`src/rtl/axis_sink_pkg.sv`:
```
// Shared defaults and framing-state type for the AXI-Stream packet sink.
package axis_sink_pkg;

    localparam int AXIS_SINK_DATA_W = 32;
    localparam int AXIS_SINK_DEPTH  = 16;

    // Largest value the 16-bit running beat counter can hold.
    localparam logic [15:0] LEN_MAX = 16'hFFFF;

    // Framing state: between packets, or after at least one non-final beat.
    typedef enum logic {
        IDLE   = 1'b0,
        IN_PKT = 1'b1
    } sink_state_t;

endpackage

```
`src/rtl/sync_fifo_fwft.sv`:
```
// Single-clock first-word-fall-through FIFO.
// The head word is visible on rd_data whenever empty is low.
// A pop is only taken when the FIFO holds a word before the edge, so a push
// into an empty FIFO with rd_en high does not also pop.
module sync_fifo_fwft #(
    parameter int WIDTH = 33,
    parameter int DEPTH = 16
) (
    input  logic             clk,
    input  logic             rst,
    input  logic             wr_en,
    input  logic [WIDTH-1:0] wr_data,
    input  logic             rd_en,
    output logic [WIDTH-1:0] rd_data,
    output logic             empty,
    output logic             full
);

    localparam int AW = $clog2(DEPTH);
    localparam logic [AW:0] FULL_CNT = (AW+1)'(DEPTH);

    logic [WIDTH-1:0] mem [DEPTH];
    logic [AW-1:0]    wr_ptr;
    logic [AW-1:0]    rd_ptr;
    logic [AW:0]      count;
    logic             do_push;
    logic             do_pop;

    assign full    = (count == FULL_CNT);
    assign empty   = (count == '0);
    assign do_push = wr_en && !full;
    assign do_pop  = rd_en && !empty;

    // Empty FIFO shows zero rather than stale storage.
    assign rd_data = empty ? '0 : mem[rd_ptr];

    // Pointer and occupancy tracking; pointers wrap naturally at DEPTH.
    always_ff @(posedge clk) begin
        if (rst) begin
            wr_ptr <= '0;
            rd_ptr <= '0;
            count  <= '0;
        end else begin
            if (do_push) wr_ptr <= wr_ptr + 1'b1;
            if (do_pop)  rd_ptr <= rd_ptr + 1'b1;
            case ({do_push, do_pop})
                2'b10:   count <= count + 1'b1;
                2'b01:   count <= count - 1'b1;
                default: count <= count;
            endcase
        end
    end

    // Storage write; no reset needed since pointers gate visibility.
    always_ff @(posedge clk) begin
        if (!rst && do_push) mem[wr_ptr] <= wr_data;
    end

endmodule

```
`src/rtl/axis_packet_sink.sv`:
```
// AXI-Stream packet sink: buffers beats in a FWFT FIFO and keeps per-packet
// length / XOR checksum statistics.
//
// Handshake: a beat transfers on a rising edge where s_axis_tvalid and
// s_axis_tready are both high; tready depends only on registered FIFO
// occupancy, never on tvalid. On the read side a word pops on a rising edge
// where rd_en is high and rd_empty is low; rd_en while empty pops nothing
// and sets the sticky underflow flag.
module axis_packet_sink
    import axis_sink_pkg::*;
#(
    parameter int DATA_W = AXIS_SINK_DATA_W,
    parameter int DEPTH  = AXIS_SINK_DEPTH
) (
    input  logic              aclk,
    input  logic              areset,
    input  logic              s_axis_tvalid,
    input  logic [DATA_W-1:0] s_axis_tdata,
    input  logic              s_axis_tlast,
    output logic              s_axis_tready,
    input  logic              rd_en,
    output logic [DATA_W-1:0] rd_data,
    output logic              rd_last,
    output logic              rd_empty,
    output logic              pkt_done,
    output logic [15:0]       last_len,
    output logic [DATA_W-1:0] last_csum,
    output logic [15:0]       pkt_count,
    output logic              underflow,
    output logic              state_dbg
);

    logic              fifo_full;
    logic              accept;
    sink_state_t       state;
    logic [15:0]       run_len;
    logic [DATA_W-1:0] run_xor;
    logic [15:0]       next_len;
    logic [DATA_W-1:0] next_xor;

    sync_fifo_fwft #(
        .WIDTH (DATA_W + 1),
        .DEPTH (DEPTH)
    ) u_fifo (
        .clk     (aclk),
        .rst     (areset),
        .wr_en   (s_axis_tvalid),
        .wr_data ({s_axis_tlast, s_axis_tdata}),
        .rd_en   (rd_en),
        .rd_data ({rd_last, rd_data}),
        .empty   (rd_empty),
        .full    (fifo_full)
    );

    assign s_axis_tready = !fifo_full;
    assign accept        = s_axis_tvalid && s_axis_tready;
    assign state_dbg     = (state == IN_PKT);

    // Running totals including the current beat; a beat in IDLE starts fresh.
    always_comb begin
        next_len = 16'd1;
        next_xor = s_axis_tdata;
        if (state == IN_PKT) begin
            next_len = (run_len == LEN_MAX) ? LEN_MAX : run_len + 16'd1;
            next_xor = run_xor ^ s_axis_tdata;
        end
    end

    // Framing FSM plus registered packet statistics and flags.
    always_ff @(posedge aclk) begin
        if (areset) begin
            state     <= IDLE;
            run_len   <= '0;
            run_xor   <= '0;
            last_len  <= '0;
            last_csum <= '0;
            pkt_count <= '0;
            pkt_done  <= 1'b0;
            underflow <= 1'b0;
        end else begin
            pkt_done <= 1'b0;
            if (rd_en && rd_empty) underflow <= 1'b1;
            if (accept) begin
                run_len <= next_len;
                run_xor <= next_xor;
                if (s_axis_tlast) begin
                    state     <= IDLE;
                    last_len  <= next_len;
                    last_csum <= next_xor;
                    pkt_count <= pkt_count + 16'd1;
                    pkt_done  <= 1'b1;
                end else begin
                    state <= IN_PKT;
                end
            end
        end
    end

endmodule
```
`config.mk`:
```
export PLATFORM = sky130hd
export DESIGN_NAME = axis_packet_sink
export DESIGN_NICKNAME = d
export VERILOG_FILES = /design/src/rtl/axis_sink_pkg.sv /design/src/rtl/sync_fifo_fwft.sv /design/src/rtl/axis_packet_sink.sv
export SDC_FILE = /design/constraint.sdc
export NUM_CORES = 1
export LEC_CHECK = 0
export CELL_PAD_IN_SITES_DETAIL_PLACEMENT = 1
export CELL_PAD_IN_SITES_GLOBAL_PLACEMENT = 1
export CORE_ASPECT_RATIO = 0.9
export CORE_MARGIN = 5
export CORE_UTILIZATION = 30
export DETAILED_ROUTE_END_ITERATION = 8
export PLACE_DENSITY_LB_ADDON = 0.1
export SLEW_MARGIN = 10
export SYNTH_ARGS = -nofsm -noshare
export SYNTH_HDL_FRONTEND = slang
export SYNTH_SLANG_ARGS = --single-unit
```
`constraint.sdc`:
```
create_clock -name aclk -period 9.59 [get_ports aclk]
set_input_delay 1.918 -clock aclk [delete_from_list [all_inputs] [get_ports aclk]]
set_output_delay 1.918 -clock aclk [all_outputs]
set_load 0.005 [all_outputs]
```
Word-level counts from Yosys, hierarchy flattened
Memory sizes are Yosys's and may differ from the RTL's. A register that Yosys moved wholly into a read port is not among the register bits.
Index checks and enable logic that the tools add are counted.

word-level totals
  bits in registers = 128
  bits in writable memories = 528
  input bits = 37
  output and inout bits = 102
  memories = 1

cells by class
  add/subtract/negate cells = 6
  equality and inequality tests = 4
  multiplexer cells = 11
  bitwise gates (word level) = 2
  reduce and logical (&&, ||, !) cells = 11

memories
  name        depth  bits a word  read ports  clocked after Yosys merged registers in  write ports  line                  source
  u_fifo.mem  16     33           1           1                                        1            sync_fifo_fwft.sv:22  logic [WIDTH-1:0] mem [DEPTH];

operators with widths
  operator                                                            number
  33-bit two-way mux                                                  1
  16-bit by 1-bit adder with 16-bit output, second input constant     2
  16-bit two-way mux                                                  2
  32-bit two-way mux                                                  1
  32-bit XOR                                                          1
  16-bit == test, second input constant                               1
  5-bit one-hot mux with 2 select lines                               1
  4-bit by 1-bit adder with 4-bit output, second input constant       2
  4-bit two-way mux                                                   2
  5-bit by 1-bit adder with 5-bit output, second input constant       1
  5-bit == test, second input constant                                1
  5-bit zero test                                                     1
  5-bit by 1-bit subtractor with 5-bit output, second input constant  1
  1-bit logical AND                                                   4
  1-bit two-way mux                                                   4
  1-bit zero test                                                     3
  2-bit by 1-bit == test with 1-bit output, second input constant     1
  2-bit == test, second input constant                                1
  2-bit AND reduction                                                 1
  2-bit nonzero test                                                  1
  2-bit OR reduction                                                  1
  1-bit NOT                                                           1

Depth between registers and ports, before layout
  word-level depth = 6
  mapped depth = 13
  gate-level depth less buffers = 10

By module
Synthesis repeated with hierarchy kept, for this count alone.

second synthesis, totals
  cell total of the unflattened synthesis = 1563
  area total of the unflattened synthesis = 26360.3 um2

modules (own cells, without submodules)
  module            instances  cells an instance  area an instance (um2)  sequential area each (um2)
  sync_fifo_fwft    1          923                21003.9                 16195.5
  axis_packet_sink  1          640                5356.4                  2302.2

Worst setup path after synthesis
OpenSTA, ideal clock, no wires.

  path type = input port to flip-flop
  from = input port areset
  to = memory u_fifo.mem[4][0] (enable)
  arrival = 4021 ps
  path slack = 5146 ps
  stages = 4
  buffers on the path = 1
  path through = clkbuf_1 > a211oi_2 > nand3b_1 > nor2_1

on the way
  cells in the longest elaborated chain, start to end = 4

RTL lines
  element                                  line                    source
  from (decl)                              axis_packet_sink.sv:16  input logic areset,
  1-bit zero test                          sync_fifo_fwft.sv:56    if (!rst && do_push) mem[wr_ptr] <= wr_data;
  1-bit logical AND                        sync_fifo_fwft.sv:56
  1-bit two-way mux                        sync_fifo_fwft.sv:56
  1-bit two-way mux (implied by the code)  sync_fifo_fwft.sv:56
  to (decl)                                sync_fifo_fwft.sv:22

No other way between the ends.

==> metrics.txt <==
# TYPE chip_impl_metric gauge
chip_impl_metric{name="fp-row-count",unit=""} 103
chip_impl_metric{name="yosys_register_bits",unit=""} 660
chip_impl_info{name="post_synthesis_cell_type_with_the_largest_combined_area",value="edfxtp_1"} 1
chip_impl_metric{name="vias_cell",unit=""} 4.95
chip_impl_metric{name="htree_depth",unit=""} 3
chip_impl_metric{name="grtUsageTotal",unit="%"} 14.8
chip_impl_metric{name="tcrit_tclk_final",unit="%"} 59.6
chip_impl_metric{name="dp.cells",unit=""} 2778
chip_impl_info{name="cp-start-kind",value="flip-flop"} 1
chip_impl_metric{name="wp_data_required",unit="ns"} 7.67
chip_impl_metric{name="post_synth_instance_area",unit="sq um"} 26300
chip_impl_info{name="synth_ff_type",value="edfxtp_1"} 1
chip_impl_metric{name="vdd_ir_drop_max",unit="uV"} 157
chip_impl_info{name="whs_endpoint",value="last_len[4]"} 1
chip_impl_metric{name="fp.dieH",unit="microns"} 291
chip_impl_metric{name="power.density_cell_area",unit="nW/um^2"} 245
chip_impl_metric{name="drtPass1Iterations",unit=""} 5
chip_impl_info{name="hp-start",value="last_len[4]"} 1
chip_impl_metric{name="finalWeightedCongestion",unit=""} 0.717
chip_impl_info{name="worst_setup_path_end_kind",value="output pin"} 1
chip_impl_metric{name="drv.max_cap_violation_count",unit=""} 0
chip_impl_metric{name="cts_buffers",unit=""} 75
chip_impl_info{name="netlist_top_cells_area",value="edfxtp_1 60%, mux4_2 11%, dfxtp_1 10%"} 1
chip_impl_info{name="mostFrequentLayoutCell",value="edfxtp_1"} 1
chip_impl_metric{name="layout.core_utilization",unit="%"} 36.0
chip_impl_metric{name="drt.antenna.violating_nets",unit=""} 0
chip_impl_metric{name="grt_antenna_before_repair",unit=""} 2
chip_impl_metric{name="starting_utilization_of_the_core_area",unit="%"} 30.1
chip_impl_metric{name="post_cts_hold_buffer_count",unit=""} 0
chip_impl_metric{name="design_power_total",unit="mW"} 7.71
chip_impl_info{name="tritoncts_clock_tree",value="built"} 1
chip_impl_info{name="worst_r2r_startpoint",value="u_fifo.count[1]"} 1
chip_impl_metric{name="floorplan.die_area",unit="sq um"} 93800
chip_impl_metric{name="area_growth",unit="%"} 19.5
chip_impl_metric{name="cts.sinks",unit=""} 660
chip_impl_metric{name="power.leakage",unit="nW"} 9.69
chip_impl_metric{name="finalNetCount",unit=""} 1747
chip_impl_metric{name="seq_area_frac_synth",unit="%"} 70.3
chip_impl_info{name="hold_path_class",value="flip-flop to flip-flop"} 1
chip_impl_info{name="worst_setup_path_category",value="flip-flop to output pin"} 1
chip_impl_metric{name="register_to_register_setup_slack",unit="ns"} 5.27
chip_impl_info{name="mostFrequentLayoutCells",value="528 x edfxtp_1, 137 x clkdlybuf4s50_1, 132 x mux4_2, 128 x dfxtp_1, 107 x nor2_1"} 1
chip_impl_metric{name="layout-drive-gt1-share",unit="%"} 17.7
chip_impl_metric{name="via_count_of_the_first_global_routing_pass",unit=""} 15800
chip_impl_metric{name="finish.instance_area",unit="sq um"} 31500
chip_impl_metric{name="critical_path_arrival",unit="ns"} 3.79
chip_impl_metric{name="clk_pin_slew_worst_paths",unit="ns"} 0.05
chip_impl_metric{name="remaining_drc_errors",unit=""} 0
chip_impl_info{name="grt_setup_unrepaired",value="no"} 1
chip_impl_metric{name="dr_total_vias",unit=""} 14400
chip_impl_metric{name="finalSetupTns",unit="ns"} 0
chip_impl_metric{name="finalWorstSetupSlack",unit="ns"} 3.88
chip_impl_info{name="ctsRootBufferMaster",value="clkbuf_16"} 1
chip_impl_metric{name="horizontal_extent_of_the_die",unit="microns"} 322
chip_impl_metric{name="worstMarginPinSlew",unit="ns"} 0.945
chip_impl_metric{name="ios",unit=""} 139
chip_impl_metric{name="wl",unit="microns"} 70800
chip_impl_metric{name="placeableCoreArea",unit="sq um"} 87400
chip_impl_metric{name="post_cts_resize_count",unit=""} 0
chip_impl_info{name="run_status",value="finished, final reports clean"} 1
chip_impl_metric{name="hold_path_depth",unit=""} 2
chip_impl_metric{name="timing.clock.skew",unit="ns"} 0.0240
chip_impl_metric{name="fillers",unit=""} 8708
chip_impl_metric{name="largest_net_degree_at_the_start_of_global_routing",unit=""} 76
chip_impl_metric{name="layoutNonFillerInstCount",unit=""} 2914
chip_impl_metric{name="avgRoutedWirePerCell",unit="microns"} 24.3
chip_impl_metric{name="first_pass_grt_wire_length",unit="microns"} 105000
chip_impl_metric{name="dpl-instance-area",unit="sq um"} 29000
chip_impl_metric{name="finalHoldViolCount",unit=""} 0
chip_impl_metric{name="finalSetupViolCount",unit=""} 0
chip_impl_metric{name="final_period_minus_worst_setup_slack",unit="ns"} 5.71
chip_impl_metric{name="final_max_slew_viol_count",unit=""} 0
chip_impl_metric{name="clock_insertion_delay_worst_skew",unit="ns"} 0.62
chip_impl_metric{name="place_ws",unit="ns"} 3.62
chip_impl_metric{name="grt-ovfl-total",unit=""} 0
chip_impl_metric{name="syn-mean-instance-area",unit="sq um"} 16.9
chip_impl_metric{name="numPortBuffers",unit=""} 138
chip_impl_metric{name="slew-limit-headroom",unit="%"} 37.0
chip_impl_metric{name="yosysUniqueCellTypes",unit=""} 62
chip_impl_metric{name="holdWs",unit="ns"} 0.438
chip_impl_metric{name="clk_path_buf_depth",unit=""} 3
chip_impl_metric{name="drt-initial-drc-count",unit=""} 779
chip_impl_metric{name="synth_enable_flop_cells",unit=""} 528
chip_impl_metric{name="post_cts_buffers",unit=""} 0
chip_impl_metric{name="worstRegToRegCells",unit=""} 11
chip_impl_metric{name="crit_fanout",unit=""} 38
chip_impl_metric{name="max_freq",unit="MHz"} 175
chip_impl_info{name="r2r-end",value="u_fifo.count[4]"} 1
chip_impl_metric{name="synth.net_count",unit=""} 1601
chip_impl_metric{name="dp_hpwl",unit="microns"} 39000
chip_impl_metric{name="yosys_warnings",unit=""} 0
chip_impl_metric{name="synth_top_area_share",unit="%"} 60.2
chip_impl_metric{name="postSynthCellCount",unit=""} 1554
chip_impl_metric{name="synth_async_sr_flop_share",unit="%"} 0
-- area by class of cell --
| cell class | instances | area [sq um] | area share, % |
|---|---|---|---|
| sequential | 660 | 18500 | 58.8 |
| multi-input combinational | 780 | 7390 | 23.5 |
| clock buffer | 95 | 2050 | 6.51 |
| timing repair buffer | 169 | 1610 | 5.12 |
| tap | 1155 | 1450 | 4.59 |
| clock inverter | 39 | 392 | 1.25 |
| inverter | 14 | 52.6 | 0.167 |
| antenna | 2 | 5.00 | 0.0159 |
-- kinds of logic (layout without fill, tap and decap cells) --
logic type,after synthesis,in the layout,synth area share [%]
flip-flops,660,660,70.3
AND/OR/NAND/NOR,265,265,4.75
multiplexers,234,234,15.2
AO/OA/AOI/OAI,207,207,5.26
buffers and inverters,114,317,1.94
XOR/XNOR,64,64,2.13
adder cells (fa/ha/maj),10,10,0.475
other,0,2,0
-- power breakdown --
group | switching [mW] | internal (mW)
registers | 0.117 | 3.18
logic | 0.786 | 0.785
clock network | 1.17 | 1.68
total | 2.07 | 5.64
-- worst max-delay path, cell delays in order, from the launching register on --
cell and delay [ns]:
dfxtp_4 0.81, buf_4 0.80, mux4_2 0.60, mux2i_1 0.23
o22ai_1 0.20, clkdlybuf4s50_1 0.52
-- worst max-delay path by stage --
stage             startpoint               end  slack (ns)  cells past startpoint
3_3_place_gp   s_axis_tvalid   u_fifo.count[4]        3.58                     12
4_1_cts            flip-flop        rd_data[4]        3.71                      5
5_1_grt            flip-flop        rd_data[4]        3.58                      5
3_5_place_dp   s_axis_tvalid   u_fifo.count[4]        3.62                     12
2_1_floorplan         areset  u_fifo.mem[4][0]        5.15                      4
6_report           flip-flop        rd_data[4]        3.88                      5
-- metal layers --
layer  share of wire (%)  wire length, microns  vias up  global-route usage, %
met4                 1.9                  1330        0                   3.50
met5                   0                     0        -                      0
met1                  49                 34400     7670                   21.8
met2                  46                 32600      231                   23.2
li1                    -                     -     6454                      -
met3                 3.4                  2440       76                   2.45
-- cells in the mapped netlist (all sizes together) (3+ instances only) --
library cell,number
xor2,48
ha,10
o21ai,52
nand3,15
a22oi,32
and3,8
nand2,66
mux4,132
dfxtp,132
xnor2,16
buf,59
a31oi,5
a41oi,3
a211oi,40
a21oi,18
nor4,9
a311oi,4
a221o,4
nand4,10
nor2,113
mux2i,101
nand3b,3
edfxtp,528
nor3,11
inv,14
and4,3
and2,19
a22o,4
o22ai,34
clkbuf,41
-- state kept, by name, summed over array words and instances (netlist names), named ones only --
register / cells
u_fifo.wr_ptr: 4
pkt_count: 16
underflow: 1
u_fifo.mem: 528
state_dbg: 1
last_len: 16
u_fifo.rd_ptr: 4
last_csum: 32
run_len: 16
run_xor: 32
u_fifo.count: 5
pkt_done: 1
Power figures use the tool's default switching activity.
